--- config.mk ---
export PLATFORM = sky130hd
export DESIGN_NAME = sequence_player_flat
export DESIGN_NICKNAME = d
export VERILOG_FILES = /design/src/rtl/sequence_player_if.sv /design/src/rtl/sequence_player.sv /design/src/flat_wrapper.sv
export SDC_FILE = /design/constraint.sdc
export NUM_CORES = 1
export LEC_CHECK = 0
export BUFFER_PORTS_ARGS = -buffer_cell sky130_fd_sc_hd__clkbuf_2
export CAP_MARGIN = 10
export CORE_ASPECT_RATIO = 1.4
export CORE_MARGIN = 1.5
export CORE_UTILIZATION = 25
export CTS_BUF_LIST = sky130_fd_sc_hd__clkbuf_8 sky130_fd_sc_hd__clkbuf_16
export CTS_CLUSTER_SIZE = 12
export DETAILED_ROUTE_END_ITERATION = 8
export PLACE_DENSITY = 0.51
export SLEW_MARGIN = 15
export SYNTH_ARGS = -nofsm -noshare
export SYNTH_HDL_FRONTEND = slang
export SYNTH_SLANG_ARGS = --single-unit
--- constraint.sdc ---
create_clock -name clk -period 4.3 [get_ports clk]
set_input_delay 0.645 -clock clk [delete_from_list [all_inputs] [get_ports clk]]
set_output_delay 0.645 -clock clk [all_outputs]
set_load 0.05 [all_outputs]
--- src/rtl/sequence_player_if.sv ---
// Player-facing bundle: pattern masks and transport controls in, trigger/step/status out.
// Master drives controls and masks; slave is the player.
interface sequence_player_if #(
    parameter int PERIOD_W = 8
);
    logic [1:0]          mode;
    logic                start_stop;
    logic                tempo_up;
    logic                tempo_down;
    logic [3:0]          seq_smpl_1;
    logic [3:0]          seq_smpl_2;
    logic [3:0]          seq_smpl_3;
    logic [3:0]          seq_smpl_4;
    logic [3:0]          seq_smpl_5;
    logic [3:0]          seq_smpl_6;
    logic [3:0]          seq_smpl_7;
    logic [3:0]          seq_smpl_8;
    logic [3:0]          smpl_trig;
    logic [2:0]          cur_step;
    logic                running;
    logic [PERIOD_W-1:0] step_period;

    modport master (
        output mode, start_stop, tempo_up, tempo_down,
        output seq_smpl_1, seq_smpl_2, seq_smpl_3, seq_smpl_4,
        output seq_smpl_5, seq_smpl_6, seq_smpl_7, seq_smpl_8,
        input  smpl_trig, cur_step, running, step_period
    );

    modport slave (
        input  mode, start_stop, tempo_up, tempo_down,
        input  seq_smpl_1, seq_smpl_2, seq_smpl_3, seq_smpl_4,
        input  seq_smpl_5, seq_smpl_6, seq_smpl_7, seq_smpl_8,
        output smpl_trig, cur_step, running, step_period
    );
endinterface

--- src/rtl/sequence_player.sv ---
// Steps an 8-step x 4-sample pattern at a programmable tempo; SEQ_PLAYER_SWING_EN lengthens even / shortens odd steps.
// All outputs registered; trigger pulses on the step-entry edge; no backpressure (triggers are fire-and-forget).
module sequence_player #(
    parameter int PERIOD_W    = 8,
    parameter int PERIOD_INIT = 50,
    parameter int PERIOD_MIN  = 10,
    parameter int PERIOD_MAX  = 200,
    parameter int PERIOD_INC  = 5
) (
    input  logic             clk,
    input  logic             rst,
    sequence_player_if.slave sp
);
    localparam int PW1 = PERIOD_W + 1;
    localparam int CW  = PERIOD_W + 2;
`ifdef SEQ_PLAYER_SWING_EN
    localparam int CNT_W = PERIOD_W + 1;
`else
    localparam int CNT_W = PERIOD_W;
`endif

    localparam logic [PERIOD_W:0] P_MIN = PW1'(PERIOD_MIN);
    localparam logic [PERIOD_W:0] P_MAX = PW1'(PERIOD_MAX);
    localparam logic [PERIOD_W:0] P_INC = PW1'(PERIOD_INC);

    typedef enum logic [1:0] {
        ST_STOP  = 2'd0,
        ST_RUN   = 2'd1,
        ST_PAUSE = 2'd2
    } state_t;

    state_t              r_state;
    logic [CNT_W-1:0]    r_cnt;
    logic [2:0]          r_step;
    logic [3:0]          r_trig;
    logic                r_running;
    logic [PERIOD_W-1:0] r_period;

    logic                w_play;
    logic [PERIOD_W:0]   w_len;
    logic [CW-1:0]       w_cnt_inc;
    logic                w_boundary;
    logic [2:0]          w_step_nxt;
    logic [3:0]          w_mask_nxt;
    logic [PERIOD_W:0]   w_per_x;
    logic [PERIOD_W:0]   w_per_up;
    logic [PERIOD_W:0]   w_per_dn;
    logic [PERIOD_W:0]   w_per_nxt;

    assign w_play = (sp.mode == 2'd1);

`ifdef SEQ_PLAYER_SWING_EN
    logic [PERIOD_W:0] w_swing;
    assign w_swing = {3'b000, r_period[PERIOD_W-1:2]};
    // Even steps borrow a quarter period from the following odd step.
    assign w_len   = r_step[0] ? ({1'b0, r_period} - w_swing)
                               : ({1'b0, r_period} + w_swing);
`else
    assign w_len   = {1'b0, r_period};
`endif

    // >= rather than == so a tempo shrink below the running count advances next edge.
    assign w_cnt_inc  = CW'(r_cnt) + CW'(1);
    assign w_boundary = (w_cnt_inc >= CW'(w_len));
    assign w_step_nxt = r_step + 3'd1;

    always_comb begin
        w_mask_nxt = sp.seq_smpl_1;
        case (w_step_nxt)
            3'd1:    w_mask_nxt = sp.seq_smpl_2;
            3'd2:    w_mask_nxt = sp.seq_smpl_3;
            3'd3:    w_mask_nxt = sp.seq_smpl_4;
            3'd4:    w_mask_nxt = sp.seq_smpl_5;
            3'd5:    w_mask_nxt = sp.seq_smpl_6;
            3'd6:    w_mask_nxt = sp.seq_smpl_7;
            3'd7:    w_mask_nxt = sp.seq_smpl_8;
            default: w_mask_nxt = sp.seq_smpl_1;
        endcase
    end

    assign w_per_x  = {1'b0, r_period};
    assign w_per_up = (w_per_x < (P_MIN + P_INC)) ? P_MIN : (w_per_x - P_INC);
    assign w_per_dn = ((w_per_x + P_INC) > P_MAX) ? P_MAX : (w_per_x + P_INC);

    always_comb begin
        w_per_nxt = w_per_x;
        case ({sp.tempo_up, sp.tempo_down})
            2'b10:   w_per_nxt = w_per_up;
            2'b01:   w_per_nxt = w_per_dn;
            default: w_per_nxt = w_per_x;
        endcase
    end

    always_ff @(posedge clk or posedge rst) begin
        if (rst) begin
            r_state   <= ST_STOP;
            r_cnt     <= '0;
            r_step    <= '0;
            r_trig    <= '0;
            r_running <= 1'b0;
            r_period  <= PERIOD_W'(PERIOD_INIT);
        end else begin
            r_period <= w_per_nxt[PERIOD_W-1:0];
            r_trig   <= '0;
            case (r_state)
                ST_STOP: begin
                    r_cnt  <= '0;
                    r_step <= '0;
                    if (sp.start_stop && w_play) begin
                        r_state   <= ST_RUN;
                        r_running <= 1'b1;
                        r_trig    <= sp.seq_smpl_1;
                    end
                end
                ST_RUN, ST_PAUSE: begin
                    // Priority: stop, then pause, then step advance.
                    if (sp.start_stop) begin
                        r_state   <= ST_STOP;
                        r_running <= 1'b0;
                        r_cnt     <= '0;
                        r_step    <= '0;
                    end else if (!w_play) begin
                        r_state <= ST_PAUSE;
                    end else begin
                        r_state <= ST_RUN;
                        if (w_boundary) begin
                            r_cnt  <= '0;
                            r_step <= w_step_nxt;
                            r_trig <= w_mask_nxt;
                        end else begin
                            r_cnt <= w_cnt_inc[CNT_W-1:0];
                        end
                    end
                end
                default: begin
                    r_state   <= ST_STOP;
                    r_running <= 1'b0;
                    r_cnt     <= '0;
                    r_step    <= '0;
                end
            endcase
        end
    end

    assign sp.smpl_trig   = r_trig;
    assign sp.cur_step    = r_step;
    assign sp.running     = r_running;
    assign sp.step_period = r_period;
endmodule

--- src/flat_wrapper.sv ---
// flat-port wrapper written by rule: the top's interface ports become plain ports
module sequence_player_flat 
#(
    parameter int PERIOD_W    = 8,
    parameter int PERIOD_INIT = 50,
    parameter int PERIOD_MIN  = 10,
    parameter int PERIOD_MAX  = 200,
    parameter int PERIOD_INC  = 5
)
  (clk, rst, sp_mode, sp_start_stop, sp_tempo_up, sp_tempo_down, sp_seq_smpl_1, sp_seq_smpl_2, sp_seq_smpl_3, sp_seq_smpl_4, sp_seq_smpl_5, sp_seq_smpl_6, sp_seq_smpl_7, sp_seq_smpl_8, sp_smpl_trig, sp_cur_step, sp_running, sp_step_period);
  sequence_player_if #(.PERIOD_W(PERIOD_W)) sp_i ();
  input  logic clk;
  input  logic rst;
  input wire logic [$bits(sp_i.mode)-1:0] sp_mode;
  input wire logic [$bits(sp_i.start_stop)-1:0] sp_start_stop;
  input wire logic [$bits(sp_i.tempo_up)-1:0] sp_tempo_up;
  input wire logic [$bits(sp_i.tempo_down)-1:0] sp_tempo_down;
  input wire logic [$bits(sp_i.seq_smpl_1)-1:0] sp_seq_smpl_1;
  input wire logic [$bits(sp_i.seq_smpl_2)-1:0] sp_seq_smpl_2;
  input wire logic [$bits(sp_i.seq_smpl_3)-1:0] sp_seq_smpl_3;
  input wire logic [$bits(sp_i.seq_smpl_4)-1:0] sp_seq_smpl_4;
  input wire logic [$bits(sp_i.seq_smpl_5)-1:0] sp_seq_smpl_5;
  input wire logic [$bits(sp_i.seq_smpl_6)-1:0] sp_seq_smpl_6;
  input wire logic [$bits(sp_i.seq_smpl_7)-1:0] sp_seq_smpl_7;
  input wire logic [$bits(sp_i.seq_smpl_8)-1:0] sp_seq_smpl_8;
  output wire logic [$bits(sp_i.smpl_trig)-1:0] sp_smpl_trig;
  output wire logic [$bits(sp_i.cur_step)-1:0] sp_cur_step;
  output wire logic [$bits(sp_i.running)-1:0] sp_running;
  output wire logic [$bits(sp_i.step_period)-1:0] sp_step_period;
  assign sp_i.mode = sp_mode;
  assign sp_i.start_stop = sp_start_stop;
  assign sp_i.tempo_up = sp_tempo_up;
  assign sp_i.tempo_down = sp_tempo_down;
  assign sp_i.seq_smpl_1 = sp_seq_smpl_1;
  assign sp_i.seq_smpl_2 = sp_seq_smpl_2;
  assign sp_i.seq_smpl_3 = sp_seq_smpl_3;
  assign sp_i.seq_smpl_4 = sp_seq_smpl_4;
  assign sp_i.seq_smpl_5 = sp_seq_smpl_5;
  assign sp_i.seq_smpl_6 = sp_seq_smpl_6;
  assign sp_i.seq_smpl_7 = sp_seq_smpl_7;
  assign sp_i.seq_smpl_8 = sp_seq_smpl_8;
  assign sp_smpl_trig = sp_i.smpl_trig;
  assign sp_cur_step = sp_i.cur_step;
  assign sp_running = sp_i.running;
  assign sp_step_period = sp_i.step_period;
  sequence_player #(.PERIOD_W(PERIOD_W), .PERIOD_INIT(PERIOD_INIT), .PERIOD_MIN(PERIOD_MIN), .PERIOD_MAX(PERIOD_MAX), .PERIOD_INC(PERIOD_INC)) u_core (.clk(clk), .rst(rst), .sp(sp_i));
endmodule
==> impl_results.md <==
- Vias in the first global route: roughly 2200
- Post-Synth XOR/XNOR Area: 0.0386
- First-pass GRT wire length: between 9000 and 10000 um
- Delay-heaviest family, CP: compound AO/OA/AOI/OAI gates
- Final net count: about 370
- Inserted Clock Buffers: 3
- Worst path required time: about 4.5 ns
- Slowest library cell on the worst path: a41oi_4
- Critical Path Max Stage Delay: about 0.53 ns
- Final setup vio count: 0
- IO Pins: 55
- Leakage: between 1 and 1.5 nW
- CTS Sinks: 26
- Post-route core utilization: 0.308
- Final Hold Vio Count: 0
- Post-synthesis simple-gate area fraction: 0.206
- Clock root cell: clkbuf_16
- Worst-path fanout max: 19
- DP Area: between 2000 and 3000 um^2
- Adder-Cell Fraction of Synth Area: 0.112
- Worst slew pin tran: 1.01 ns
- Cell area after layout: roughly 2700 um^2
- Power per cell area: 454 nW/um^2
- Final wirelength: between 5000 and 6000 um
- Ys async rst share: 1.00
- Final Max Slew Viols: 0
- Setup TNS: 0 ns
- Net Count, Synth: between 300 and 400
- DRC errors left: 0
- Period utilization: 0.683
- Fin cells: around 420
- Mapped Area: between 2000 and 2500 um^2
- Mean Syn Cell Area: ~8.4 um^2
- Number of flops mapped to enable cells by yosys: 0
- Grt ovf: 0
- Sequential area share after synthesis: 0.292
- Arr. time, crit path: ~3 ns
- CORE AREA: 8660 um^2
- Largest family of logic cells by synthesized area: compound AO/OA/AOI/OAI gates
- Die area: approximately 9500 um^2
- RePlAce Congestion: 0.870
- Area Growth Syn to Fin: 19.0%
- Most common library cell in the layout ignoring fill and taps: clkbuf_2
- Row Count: 40
- Placed Cells: 412
- Worst path bufs/invs: 0
- Synth Warn #: 0
- WHS: around 0.41 ns
- Crit path top cell by count: nand3_1
- RSZ-0062 raised after global routing: false
- Post-synthesis compound-gate area fraction: 0.272
- Setup crit end kind: register
- Min cycle time layout: between 2 and 3 ns
- Outcome: completed
- Initial antenna violation count: 0
- Input/output buffers: 54
- Fmax achieved: between 0.3 and 0.4 GHz
- Wire per inst: ~14 um
- Worst Hold Class: in2async
- DRC marker count from the first detailed-route iteration: 71
- Clock skew: 0.00842 ns
- Chip height: between 100 and 150 um
- R2R Setup Slk: between 1 and 1.5 ns
- CP Cell Sequence: nand3_1 > nor2_1 > nand3_1 > xnor2_1 > ha_1 > a21oi_1 > o21ai_4 > a41oi_4 > o21ai_2 > a32o_1
- Clock latency on the worst-skew pair: 0.27 ns
- Die width: 83.0 um
- Resize count post-CTS: 0
- Clock buffer depth: 2
- Final antenna-violating net count: 0
- Vias/cell: ~5.1
- Antenna Cells: 0
- Netlist cell types: 55
- Mux share of post-synthesis cell area: 0.0201
- Startpoint Class: register
- TritonRoute pass-1 iters: 5
- Slew Limit Headroom: 0.328
- Initial Util: 0.259
- Post-CTS Setup Inserts: 0
- Total Routing Usage GR: 0.124
- Peak supply drop: 0.276 mV
- CTS H-tree depth: 1
- Clock slew at reported path FFs: approximately 0.070 ns
- Largest net degree at the start of global routing: 27
- Hold buffer count at CTS: 0
- CTS tree: yes
- Post-DP HPWL: 4380 um
- Vias: between 2000 and 2500
- Ratio of cells with drive above 1 in the final layout: 0.241
- Seq cells post-synth: 26
- Crit path kind: reg2reg
- Max-Cap Viols: 0
- Commonest non-fill, non-tap cells in the layout: clkbuf_2 (54), nand2_1 (32), dfrtp_1 (23)
- Primary FF master, synth: dfrtp_1
- Gate Count Post-Synth: about 270
==> cell usage after synthesis, types with 4 or more instances <==
cell | number | area, um^2
nand2_1 | 32 | 120
nor2_1 | 17 | 63.8
o21ai_0 | 14 | 70.1
nor2b_1 | 4 | 25.0
inv_1 | 18 | 67.6
dfrtp_1 | 23 | 576
a22o_1 | 5 | 43.8
xnor2_1 | 5 | 43.8
nor3_1 | 5 | 25.0
a31oi_1 | 5 | 31.3
a222oi_1 | 4 | 40.0
a21oi_1 | 21 | 105
nand3_1 | 12 | 60.1
ha_1 | 20 | 250
nand2b_1 | 4 | 25.0
a221o_1 | 4 | 40.0
clkbuf_1 | 9 | 33.8
a32o_1 | 5 | 50.1
==> layout make-up <==
| type | instances | area [um^2] |
|---|---|---|
| fillers | 951 | 5990 |
| repair buffers | 55 | 278 |
| flip-flops and latches | 26 | 654 |
| clock inverters | 1 | 3.75 |
| multi-input cells | 207 | 1450 |
| inverters | 19 | 71.3 |
| well taps | 105 | 131 |
| clock buffers | 3 | 75.1 |
==> worst paths after layout <==
check / startpoint / endpoint / cells past startpoint
max: u_core.r_cnt[2] / u_core.sp.smpl_trig[1] / 10
min: rst / u_core.r_cnt[5] / 3
max reg2reg: u_core.r_cnt[2] / u_core.sp.smpl_trig[1] / 10
min reg2reg: u_core.sp.running / u_core.sp.running / 2
max in group asynchronous: rst / u_core.sp.step_period[4] / 3
min in group clk: u_core.sp.running / u_core.sp.running / 2
==> metal layers <==
metal	share of wire	wire length [um]	global-route usage
met1	0.41	2350	0.135
met2	0.52	2930	0.238
met3	0.054	304	0.0223
met4	0.014	81	0.0444
met5	0	0	0
==> per-stage QoR <==
| step | total power, mW | setup slack, ns |
|---|---|---|
| after floorplan | 0.855 | 1.62 |
| after global placement | 0.997 | 1.47 |
| after detailed placement | 0.998 | 1.38 |
| after CTS | 1.21 | 1.35 |
| after global routing | 1.30 | 1.15 |
| final | 1.21 | 1.36 |
==> report_power, final <==
| group | internal, mW | switching [mW] |
|---|---|---|
| sequential | 0.297 | 0.0880 |
| combinational | 0.203 | 0.408 |
| clock | 0.125 | 0.0890 |
| total | 0.625 | 0.585 |
==> kinds of logic (layout without fill, tap and decap cells) <==
group,count (synthesis),in the layout
simple gates,91,91
compound gates,83,83
buf+inv,33,78
flops,26,26
fa+ha+maj,20,20
xor+xnor,9,9
mux,4,4
==> sequential cells by signal (all words and copies together), names as in the netlist <==
signal	flops
u_core.r_cnt	8
u_core.sp.step_period	8
u_core.r_state	2
u_core.sp.running	1
u_core.sp.smpl_trig	4
u_core.sp.cur_step	3
==> tightest hold or removal path, stage by stage <==
cell	delay, ns
clkbuf_2	0.08
inv_1	0.04
buf_4	0.32
Note: power is estimated with default switching activity, not from simulation.
